--- src/rtl/instr_prefetch_buffer_pkg.sv ---
// Fetch-side shared types: prefetch entry layout, prefetch FSM states, instruction size.
package cpu_pkg;
    localparam int XLEN        = 32;
    localparam int INSTR_BYTES = 4;

    typedef struct packed {
        logic            valid;
        logic [XLEN-1:0] pc;
        logic [XLEN-1:0] instr;
    } pf_entry_t;

    typedef enum logic [1:0] {
        IDLE  = 2'd0,
        RUN   = 2'd1,
        DRAIN = 2'd2
    } pf_state_t;
endpackage

--- src/rtl/instr_prefetch_buffer_if.sv ---
// Instruction-memory port: req/addr held until gnt, rvalid/rdata return in issue order.
interface instr_prefetch_buffer_if #(
    parameter int AW = 32
);
    logic          imem_req;
    logic [AW-1:0] imem_addr;
    logic          imem_gnt;
    logic          imem_rvalid;
    logic [AW-1:0] imem_rdata;

    modport master (output imem_req, imem_addr, input imem_gnt, imem_rvalid, imem_rdata);
    modport slave  (input imem_req, imem_addr, output imem_gnt, imem_rvalid, imem_rdata);
endinterface

--- src/rtl/instr_prefetch_buffer_pf_fifo.sv ---
// Circular store of PC-tagged prefetched words; head is visible combinationally.
// Zero-latency head read; push and pop may share a cycle even when full, flush empties in one cycle.
module pf_fifo
    import cpu_pkg::*;
#(
    parameter int DEPTH = 4
) (
    input  logic                     clk,
    input  logic                     rst_n,
    input  logic                     flush,
    input  logic                     push,
    input  logic [XLEN-1:0]          push_pc,
    input  logic [XLEN-1:0]          push_instr,
    input  logic                     pop,
    output pf_entry_t                head,
    output logic [$clog2(DEPTH):0]   count
);
    localparam int PW = $clog2(DEPTH);
    localparam int CW = PW + 1;

    pf_entry_t     slot_q [DEPTH];
    logic [PW-1:0] head_q;
    logic [PW-1:0] tail_q;

    assign head = slot_q[head_q];

    always_ff @(posedge clk or negedge rst_n) begin
        if (!rst_n) begin
            for (int i = 0; i < DEPTH; i++) slot_q[i] <= '0;
            head_q <= '0;
            tail_q <= '0;
            count  <= '0;
        end else if (flush) begin
            for (int i = 0; i < DEPTH; i++) slot_q[i].valid <= 1'b0;
            head_q <= '0;
            tail_q <= '0;
            count  <= '0;
        end else begin
            if (pop) begin
                slot_q[head_q].valid <= 1'b0;
                head_q               <= head_q + 1'b1;
            end
            // When full, head and tail alias: the push write must win over the pop clear.
            if (push) begin
                slot_q[tail_q] <= '{valid: 1'b1, pc: push_pc, instr: push_instr};
                tail_q         <= tail_q + 1'b1;
            end
            count <= count + CW'(push) - CW'(pop);
        end
    end
endmodule

--- src/rtl/instr_prefetch_buffer.sv ---
// Prefetches sequential words ahead of PCF and serves InstrF on a tag hit; flushes on redirect.
// Hit is combinational from the head (2 cycles after issue at memory latency 1); buffered + outstanding never exceeds DEPTH.
module instr_prefetch_buffer
    import cpu_pkg::*;
#(
    parameter int DEPTH = 4,
    parameter int AW    = XLEN
) (
    input  logic                    clk,
    input  logic                    reset,
    input  logic [AW-1:0]           PCF,
    input  logic                    StallF,
    output logic [AW-1:0]           InstrF,
    output logic                    InstrHitF,
    output logic                    BufStallF,
    instr_prefetch_buffer_if.master imem
);
    localparam int            CW      = $clog2(DEPTH) + 1;
    localparam logic [CW-1:0] DEPTH_C = CW'(DEPTH);
    localparam logic [AW-1:0] STEP    = AW'(INSTR_BYTES);

    pf_state_t     state_q, state_d;
    logic [AW-1:0] pf_ptr_q, tail_pc_q;
    logic [CW-1:0] inflight_q, drop_cnt_q, drop_cnt_d, occupancy;
    pf_entry_t     head;
    logic          mismatch, req, issue, push, pop;

    pf_fifo #(.DEPTH(DEPTH)) u_fifo (
        .clk        (clk),
        .rst_n      (reset),
        .flush      (mismatch),
        .push       (push),
        .push_pc    (tail_pc_q),
        .push_instr (imem.imem_rdata),
        .pop        (pop),
        .head       (head),
        .count      (occupancy)
    );

    assign InstrHitF      = head.valid && (head.pc == PCF);
    assign InstrF         = InstrHitF ? head.instr : '0;
    assign BufStallF      = ~InstrHitF;
    assign imem.imem_req  = req;
    assign imem.imem_addr = pf_ptr_q;

    always_ff @(posedge clk or negedge reset) begin
        if (!reset) state_q <= IDLE;
        else        state_q <= state_d;
    end

    always_comb begin
        state_d = state_q;
        case (state_q)
            IDLE:       state_d = RUN;
            RUN, DRAIN: state_d = (drop_cnt_d != '0) ? DRAIN : RUN;
            default:    state_d = IDLE;
        endcase
    end

    always_comb begin
        mismatch = 1'b0;
        req      = 1'b0;
        if (state_q != IDLE) begin
            // An empty, quiet buffer whose next tag disagrees with PCF is a redirect too.
            mismatch = (head.valid && (head.pc != PCF)) ||
                       ((occupancy == '0) && (inflight_q == '0) && (PCF != tail_pc_q));
            req      = !mismatch && ((occupancy + inflight_q) < DEPTH_C);
        end
        issue = req && imem.imem_gnt;
        pop   = InstrHitF && !StallF;
        push  = imem.imem_rvalid && !mismatch && (drop_cnt_q == '0) && (state_q != IDLE);
    end

    always_comb begin
        drop_cnt_d = drop_cnt_q;
        if (mismatch)
            drop_cnt_d = inflight_q + CW'(issue) - CW'(imem.imem_rvalid);
        else if (imem.imem_rvalid && (drop_cnt_q != '0))
            drop_cnt_d = drop_cnt_q - 1'b1;
    end

    always_ff @(posedge clk or negedge reset) begin
        if (!reset) begin
            pf_ptr_q   <= '0;
            tail_pc_q  <= '0;
            inflight_q <= '0;
            drop_cnt_q <= '0;
        end else begin
            inflight_q <= inflight_q + CW'(issue) - CW'(imem.imem_rvalid);
            drop_cnt_q <= drop_cnt_d;
            if ((state_q == IDLE) || mismatch) begin
                pf_ptr_q  <= PCF;
                tail_pc_q <= PCF;
            end else begin
                if (issue) pf_ptr_q  <= pf_ptr_q + STEP;
                if (push)  tail_pc_q <= tail_pc_q + STEP;
            end
        end
    end
endmodule

--- src/flat_wrapper.sv ---
// flat-port wrapper written by rule: the top's interface ports become plain ports
module instr_prefetch_buffer_flat import cpu_pkg::*;
#(
    parameter int DEPTH = 4,
    parameter int AW    = XLEN
)
  (clk, reset, PCF, StallF, InstrF, InstrHitF, BufStallF, imem_imem_req, imem_imem_addr, imem_imem_gnt, imem_imem_rvalid, imem_imem_rdata);
  instr_prefetch_buffer_if #(.AW(AW)) imem_i ();
  input  logic clk;
  input  logic reset;
  input  logic [AW-1:0] PCF;
  input  logic StallF;
  output logic [AW-1:0] InstrF;
  output logic InstrHitF;
  output logic BufStallF;
  output wire logic [$bits(imem_i.imem_req)-1:0] imem_imem_req;
  output wire logic [$bits(imem_i.imem_addr)-1:0] imem_imem_addr;
  input wire logic [$bits(imem_i.imem_gnt)-1:0] imem_imem_gnt;
  input wire logic [$bits(imem_i.imem_rvalid)-1:0] imem_imem_rvalid;
  input wire logic [$bits(imem_i.imem_rdata)-1:0] imem_imem_rdata;
  assign imem_imem_req = imem_i.imem_req;
  assign imem_imem_addr = imem_i.imem_addr;
  assign imem_i.imem_gnt = imem_imem_gnt;
  assign imem_i.imem_rvalid = imem_imem_rvalid;
  assign imem_i.imem_rdata = imem_imem_rdata;
  instr_prefetch_buffer #(.DEPTH(DEPTH), .AW(AW)) u_core (.clk(clk), .reset(reset), .PCF(PCF), .StallF(StallF), .InstrF(InstrF), .InstrHitF(InstrHitF), .BufStallF(BufStallF), .imem(imem_i));
endmodule
--- config.mk ---
export PLATFORM = sky130hd
export DESIGN_NAME = instr_prefetch_buffer_flat
export DESIGN_NICKNAME = d
export VERILOG_FILES = /design/src/rtl/instr_prefetch_buffer_pkg.sv /design/src/rtl/instr_prefetch_buffer_if.sv /design/src/rtl/instr_prefetch_buffer_pf_fifo.sv /design/src/rtl/instr_prefetch_buffer.sv /design/src/flat_wrapper.sv
export SDC_FILE = /design/constraint.sdc
export NUM_CORES = 1
export LEC_CHECK = 0
export BUFFER_PORTS_ARGS = -buffer_cell sky130_fd_sc_hd__clkbuf_2
export CORE_MARGIN = 10
export CORE_UTILIZATION = 30
export CTS_CLUSTER_SIZE = 30
export DETAILED_ROUTE_END_ITERATION = 10
export GPL_TIMING_DRIVEN = 0
export SYNTH_ARGS = -nofsm -noshare
export SYNTH_HDL_FRONTEND = slang
export SYNTH_SLANG_ARGS = --single-unit
export TNS_END_PERCENT = 30
--- constraint.sdc ---
create_clock -name clk -period 10.3 [get_ports clk]
set_input_delay 3.09 -clock clk [delete_from_list [all_inputs] [get_ports clk]]
set_output_delay 3.09 -clock clk [all_outputs]
set_load 0.005 [all_outputs]
== Yosys cells after proc, flatten, opt, wreduce, memory -nomap -nowiden ==
Cells that the tools add are included.

* Word-level logic and storage cells: 105
* Flip-flop bits (word level): 339
* Input bits: 69

* Reductions and logical operators: 30
* Bitwise gates (word level): 3
* $lt $le $gt $ge: 5
* Add/sub/neg operators: 10
* Equality and inequality tests: 5
* Mux-type cells: 32

{| class="wikitable"
|+ Operators with widths
! operator !! number
|-
| two-way mux 260 bit || 3
|-
| bitwise mux 260 bit || 2
|-
| demux 65 bit (select 2 bit) || 2
|-
| two-way mux 65 bit || 4
|-
| two-way mux 32 bit || 5
|-
| binary-select mux 65 bit (select 2 bit) || 1
|-
| adder 32 x 3 -> 32 bit, second input constant || 2
|-
| inequality test 32 bit || 2
|-
| == test 32 bit || 1
|-
| logical AND 1 bit || 13
|-
| two-way mux 2 bit || 5
|-
| nonzero test 2 bit || 5
|-
| logical NOT 3 bit || 3
|-
| two-way mux 3 bit || 3
|-
| adder 3 x 1 -> 3 bit || 2
|-
| greater-or-equal comparator 3 bit, second input constant || 2
|-
| < comparator 3 x 1 -> 1 bit, second input constant || 2
|-
| two-way mux 1 bit || 6
|-
| NOT 2 -> 3 bit || 2
|-
| nonzero test 3 bit || 2
|-
| subtractor 3 x 1 -> 3 bit || 2
|-
| adder 2 x 1 -> 2 bit, second input constant || 2
|-
| case mux 2 bit (2 select lines) || 1
|-
| adder 3 bit || 1
|-
| other kinds (9) || 12
|}

== Depth between registers and ports, before layout ==
Gate-level depths: netlist of run 1.

* Depth in word-level cells: 17
* Mapped depth: 18
* Gate-level depth less buffers: 15

== By module ==
A second synthesis of run 1 with hierarchy kept.

* Cell total of the unflattened synthesis: 1180
* Area total of the unflattened synthesis: 16905.0 µm²

{| class="wikitable"
|+ By module, submodules not included
! module !! area an instance (µm²) !! cells an instance !! seq. area each (µm²) !! instances
|-
| pf_fifo || 11853.9 || 680 || 6681.4 || 1
|-
| instr_prefetch_buffer || 5051.1 || 500 || 1751.7 || 1
|}

== Least setup slack after synthesis of run 1 ==
Ideal clock, no wire load.

* Kind: input-to-output
* From: input port PCF[9]
* To: output port imem_imem_req
* Arrival time: 4.522 ns
* Stages on the path: 6
* Setup slack: 2.688 ns
* Data required time: 7.210 ns
* Path through: xnor2_1 > nand4_1 > nor4_1 > a2111oi_0 > buf_2 > nor4_1

* Word-level cells in the longest chain between the ends: 6

{| class="wikitable"
|+ Ends and longest elaborated chain
! what !! RTL line !! text
|-
| from (decl) || flat_wrapper.sv:11 || <nowiki>input logic [AW-1:0] PCF;</nowiki>
|-
| inequality test 32 bit, on equally long branches || instr_prefetch_buffer.sv:65, instr_prefetch_buffer.sv:66 ||
|-
| logical AND 1 bit, on equally long branches || instr_prefetch_buffer.sv:65, instr_prefetch_buffer.sv:66 ||
|-
| logical OR 1 bit (*) || instr_prefetch_buffer.sv:65 || <nowiki>mismatch = (head.valid && (head.pc != PCF)) ||</nowiki>
|-
| logical NOT 1 bit (*) || instr_prefetch_buffer.sv:67 || <nowiki>req = !mismatch && ((occupancy + inflight_q) < DEPTH_C);</nowiki>
|-
| logical AND 1 bit (*) || instr_prefetch_buffer.sv:67 ||
|-
| two-way mux 1 bit (*) || instr_prefetch_buffer.sv:63 || <nowiki>if (state_q != IDLE) begin</nowiki>
|-
| to (decl) || flat_wrapper.sv:16 || <nowiki>output wire logic [$bits(imem_i.imem_req)-1:0] imem_imem_req;</nowiki>
|}

Every way passes the cells marked *; elsewhere a longest branch is shown, timed or not.

== Worst setup path in the final report of run 1 ==
* From: input port PCF[7]
* To: output port imem_imem_req

The elaborated chain is that of the path after synthesis.

==> results_dict.tcl, run 1 <==
set metrics [dict create \
    final_common_cell "dfrtp_1" \
    p_leak_uw 0.00865 \
    cts_tree "built" \
    startpoint_type "primary input" \
    ys_top_cells_by_area "dfrtp_1 50%, mux2_2 18%, mux4_2 8.7%, xnor2_1 5.4%, mux2_1 3.6%" \
    area.growth.synth_to_final_pct 17.3 \
    synth.avg_cell_area_sq_um 13.9 \
    routed_wl_mm 45.3 \
    ioPinCount 136 \
    drive_gt1_share_pct 40.8 \
    synth_edf_count 0 \
    crit_arrival_ns 6.06 \
    floorplan.die_area_sq_um 65600 \
    syn-num-nets 1293 \
    detailed_place.area_sq_um 18400 \
    finalNonFillerCells 2151 \
    core-area_sq_um 55200 \
    slew_headroom_pct 28.1 \
    cts_setup_buffers 0 \
    track_usage_pct 13.7 \
    cts_sinks 337 \
    crit_fanout 10 \
    reg2reg_slack_ns 4.98 \
    hold_path.startpoint "u_core.u_fifo.slot_q[192]" \
    max_cap_violations 0 \
    grt_start_max_net_pins 111 \
    dr.pass1.iters 5 \
    p_clk_share_pct 24.6 \
    synth_warnings 0 \
    finClkSkew_ns 0.0203 \
    globalplace.congestion 0.839 \
    root_buffer "clkbuf_16" \
    die_h_microns 256 \
    fin_nets 1469 \
    period_share_pct 88.8 \
    p_sw_share_pct 32.3 \
    grt-ovfl-total 0 \
    synth_top_area_share_pct 50.4 \
    ant_nets 0 \
    rr_worst_depth 18 \
    hold_buffers 0 \
    wl_per_cell_microns 21.1 \
    fin_util_pct 35.6 \
    ys_types 49 \
    grt_first_pass_wirelength_mm 70.4 \
    clock.fmax_mhz 109 \
    worst_slack_ns 1.15 \
    path_class "primary input to output port" \
    finalSetupViolCount 0 \
    io_buffer_count 134 \
    vias 10600 \
    fin_area_sq_um 19600 \
    status "finished, final reports clean" \
    reg2reg_to "u_core.u_fifo.count[2]" \
    drv_slew 0 \
    crit_start "PCF[7]" \
    yosys.area.top_type "dfrtp_1" \
    dp.cells 2088 \
    clk_pin_slew_worst_paths_ns 0.06 \
    tightest_slew_ns 1.05 \
    num_rows 86 \
    numCtsBuffers 37 \
    synth-seq-cells 337 \
    grt_pass1_vias 11400 \
    hp-class "register to register" \
    layout_common_cells "337 x dfrtp_1, 263 x mux2_2, 133 x clkbuf_2, 104 x xnor2_1, 65 x mux4_2" \
    avgViaCountPerCell 4.91 \
    p_per_area_nw_per_um2 274 \
    synth_top_flop_cell "dfrtp_1" \
    p_seq_share_pct 40.9 \
    fin_crit_ns 9.15 \
    worstHoldEndpoint "u_core.u_fifo.slot_q[192]" \
    htree_levels 2 \
    start_util_pct 30.3 \
    die_w_microns 256 \
    finalHoldViolations 0 \
    vdd_drop_max_v 0.000134 \
    p_switching_uw 1740 \
    drc 0 \
    dp_worst_setup_slack_ns 1.15 \
    worstSkewPairLatency_ns 0.54 \
    synth_cells 1203 \
    pwr-share-comb_pct 34.5 \
    endpoint_kind "output port" \
    ys_seq_area_share_pct 50.4 \
    timing.rr.start "u_core.u_fifo.head_q[0]" \
    place_hpwl_mm 32.6 \
    rsz0062_at_grt "no" \
    drt_iter0_drc 557 \
    antenna_found_initial 4 \
    hold_depth 1 \
    synthArstFlopShare_pct 100 \
    syn_area_sq_um 16700 \
    clock_path_buffers 3 \
    ctsResizeCount 0 \
    required_ns 7.21 \
    fillers 5322 \
    internal_power_uw 3650 \
]
layout make-up:
type                       count  area (sq um)  area share [%]
sequential                   337          8430            43.0
multi-input combinational    754          7770            39.6
clock buffer                  54          1090            5.56
tap                          748           936            4.77
timing repair buffer         137           762            3.88
buffer                        85           432            2.20
inverter                      27           101           0.516
clock inverter                 8          97.6           0.497
antenna                        1          2.50          0.0127
cells by family (layout without fill, tap and decap cells):
group                    Yosys count  after routing  share of synthesized area, %
flip-flops                       337            337                          50.4
other                              0              1                             0
multiplexers                     382            382                          30.1
adder cells (fa/ha/maj)           21             21                          1.66
AO/OA/AOI/OAI                     34             34                          1.40
AND/OR/NAND/NOR                  189            189                          6.58
buffers and inverters            112            311                          3.19
XOR/XNOR                         128            128                          6.70
state kept, by name, summed over array words and instances, names as in the netlist:
signal and cells:
u_core.inflight_q 3, u_core.state_q 2, u_core.u_fifo.head_q 2, u_core.imem.imem_addr 31
u_core.u_fifo.tail_q 2, u_core.drop_cnt_q 3, u_core.u_fifo.count 3, u_core.u_fifo.slot_q 260
u_core.tail_pc_q 31
Yosys cell counts, types with 19 or more instances:
library cell    n
mux2_1         53
mux2_2        263
nor2b_1        34
buf_2          27
xor2_1         24
inv_1          26
clkbuf_1       36
nand2_1        26
ha_1           19
xnor2_1       104
nand4_1        34
dfrtp_1       337
nand3_1        24
mux4_2         65
power by group through the flow:
| stage | Clock [uW] | Combinational, uW | Sequential [uW] |
|---|---|---|---|
| final | 1320 | 1860 | 2200 |
| after CTS | 1360 | 1880 | 2200 |
| after detailed placement | 0 | 1870 | 2220 |
| after global routing | 1410 | 2030 | 2280 |
| after floorplan | 0 | 1390 | 2110 |
| after global placement | 0 | 1820 | 2190 |
per-stage QoR:
stage          setup TNS [ns]  hold slack (ns)  total power (uW)
2_1_floorplan               0            0.453              3500
3_3_place_gp          -402.02            0.463              4010
3_5_place_dp                0            0.473              4090
4_1_cts                     0            0.487              5430
5_1_grt                     0            0.509              5720
6_report                    0            0.483              5390
layer usage:
layer	routed length, microns	part of all wire [%]	vias up	global-route usage, %
met5	33	0.073	-	0
met4	747	1.6	6	3.01
met2	20300	45	296	21.2
met3	2910	6.4	55	3.59
met1	21300	47	5540	18.8
li1	-	-	4674	-
critical path: stages:
cell and delay [ns]:
clkbuf_2 0.16, xnor2_1 0.34, nand4_1 0.19, nor4_1 0.72, a2111oi_0 0.40, buf_2 0.31
nor4_1 0.61, clkbuf_2 0.23
worst max path at each step:
| stage | to | slack, ns | depth (start not counted) |
|---|---|---|---|
| 2_1_floorplan | imem_imem_req | 2.69 | 6 |
| 3_3_place_gp | u_core.u_fifo.slot_q[5] | -1.24 | 1 |
| 3_5_place_dp | imem_imem_req | 1.15 | 8 |
| 4_1_cts | imem_imem_req | 1.15 | 8 |
| 5_1_grt | imem_imem_req | 1.18 | 8 |
| 6_report | imem_imem_req | 1.15 | 8 |
(Power assumes the default switching activity.)
==> run 2, diff against run 1 <==
CORE_MARGIN = default   (was 10)
REMOVE_ABC_BUFFERS = 1   (was default)
==> run 2 against run 1 <==
  * Maximum frequency grew 1.6%
  * Die area decreased by 14%
  * Power is 1.9% higher
  * Clock power grew 8%
  * Non-clock buffer count fell by 47
==> results_dict.tcl, run 2 (synthesis results as in run 1) <==
set metrics [dict create \
    vias 10300 \
    status "finished, final reports clean" \
    hold_buffers 0 \
    drc 0 \
    wl_per_cell_microns 20.1 \
    final_common_cell "dfrtp_1" \
    finalHoldViolations 0 \
    die_h_microns 238 \
    drv_slew 0 \
    fillers 5356 \
    layout_common_cells "335 x dfrtp_1, 263 x mux2_2, 134 x clkbuf_2, 104 x xnor2_1, 65 x mux4_2" \
    track_usage_pct 15.3 \
    numCtsBuffers 40 \
    cts_setup_buffers 0 \
    cts_tree "built" \
    grt_pass1_vias 11100 \
    slew_headroom_pct 11.7 \
    area.growth.synth_to_final_pct 19.6 \
    startpoint_type "primary input" \
    reg2reg_slack_ns 4.51 \
    globalplace.congestion 0.773 \
    die_w_microns 238 \
    largest_reg_flops 260 \
    ant_nets 0 \
    vdd_drop_max_v 0.000127 \
    ctsResizeCount 0 \
    drt_iter0_drc 595 \
    clock.fmax_mhz 111 \
    num_rows 86 \
    clk_pin_slew_worst_paths_ns 0.06 \
    dr.pass1.iters 4 \
    avgViaCountPerCell 4.90 \
    fin_util_pct 36.3 \
    finalSetupViolCount 0 \
    cts_sinks 337 \
    finalNonFillerCells 2113 \
    fin_nets 1425 \
    worstSkewPairLatency_ns 0.55 \
    dp.cells 2041 \
    clock_path_buffers 3 \
    start_util_pct 30.4 \
    hp-class "register to register" \
    grt_start_max_net_pins 92 \
    p_leak_uw 0.00874 \
    required_ns 7.21 \
    antenna_found_initial 5 \
    p_per_area_nw_per_um2 274 \
    tns_ns 0 \
    crit_start "PCF[29]" \
    ioPinCount 136 \
    root_buffer "clkbuf_16" \
    tightest_slew_ns 1.32 \
    max_cap_violations 0 \
    reg2reg_to "u_core.u_fifo.count[2]" \
    rsz0062_at_grt "no" \
    endpoint_kind "output port" \
    floorplan.die_area_sq_um 56700 \
    dp_worst_setup_slack_ns 1.35 \
    hold_depth 1 \
    worstHoldEndpoint "u_core.u_fifo.slot_q[253]" \
    regMostFlops "u_core.u_fifo.slot_q" \
    crit_fanout 12 \
    grt_first_pass_wirelength_mm 67.0 \
    routed_wl_mm 42.4 \
    grt-ovfl-total 0 \
    period_share_pct 87.4 \
    htree_levels 2 \
    finClkSkew_ns 0.0154 \
    path_class "primary input to output port" \
    timing.rr.start "u_core.u_fifo.head_q[0]" \
    rr_worst_depth 17 \
    core-area_sq_um 55100 \
    place_hpwl_mm 30.2 \
    worst_slack_ns 1.30 \
    whs_ns 0.482 \
    hold_path.startpoint "u_core.u_fifo.slot_q[253]" \
    drive_gt1_share_pct 42.6 \
    fin_crit_ns 9.00 \
    crit_arrival_ns 5.91 \
    io_buffer_count 135 \
]
[run 2: changes by cell type in the layout (fill, tap and decap cells not counted), moves of 3 or more]
cell,previous run,this run
buf_6,5,14
buf_1,6,0
buf_8,0,5
clkinv_2,4,7
nor3_1,9,6
clkbuf_1,45,11
buf_4,11,4
buf_2,27,0
buf_16,3,16
[run 2: power by group]
part | switching, uW | internal (uW)
combinational | 716 | 1050
clock | 566 | 862
sequential | 444 | 1850
total | 1730 | 3760
[run 2: critical path, stage by stage]
cell      delay, ns
clkbuf_2       0.14
xnor2_1        0.46
nand4_1        0.23
nor4_2         0.65
a21boi_1       0.52
nor4_1         0.61
clkbuf_2       0.21
[run 2: area by class of cell]
| cell class | count | area [sq um] | area share [%] |
|---|---|---|---|
| Sequential cell | 337 | 8440 | 42.2 |
| Multi-Input combinational cell | 754 | 7810 | 39.0 |
| Timing Repair Buffer | 175 | 1410 | 7.03 |
| Clock buffer | 60 | 1180 | 5.88 |
| Tap cell | 748 | 936 | 4.68 |
| Clock inverter | 11 | 133 | 0.663 |
| Inverter | 27 | 101 | 0.507 |
| Antenna cell | 1 | 2.50 | 0.0125 |
[run 2: stage by stage]
stage	total power (uW)	cell area (sq um)
finish	5490	20000
floorplan	3450	16300
detailed placement	4090	18700
global route	5830	20000
CTS	5550	20000
global placement	3940	17900
[run 2: worst max path at each step]
stage / endpoint / slack, ns / cells past startpoint
after floorplan: u_core.u_fifo.slot_q[0] / 0.84 / 7
after global placement: u_core.u_fifo.slot_q[95] / -7.11 / 7
after detailed placement: imem_imem_req / 1.35 / 7
after CTS: imem_imem_req / 1.33 / 7
after global routing: imem_imem_req / 1.26 / 7
final: imem_imem_req / 1.30 / 7
[run 2: metal layers]
metal,track usage (%),vias to the layer above,share of wire [%]
met4,5.59,8,3.2
met1,20.0,5418,43
met5,0,-,0.11
met3,3.45,85,5.7
li1,-,4602,-
met2,24.8,236,48
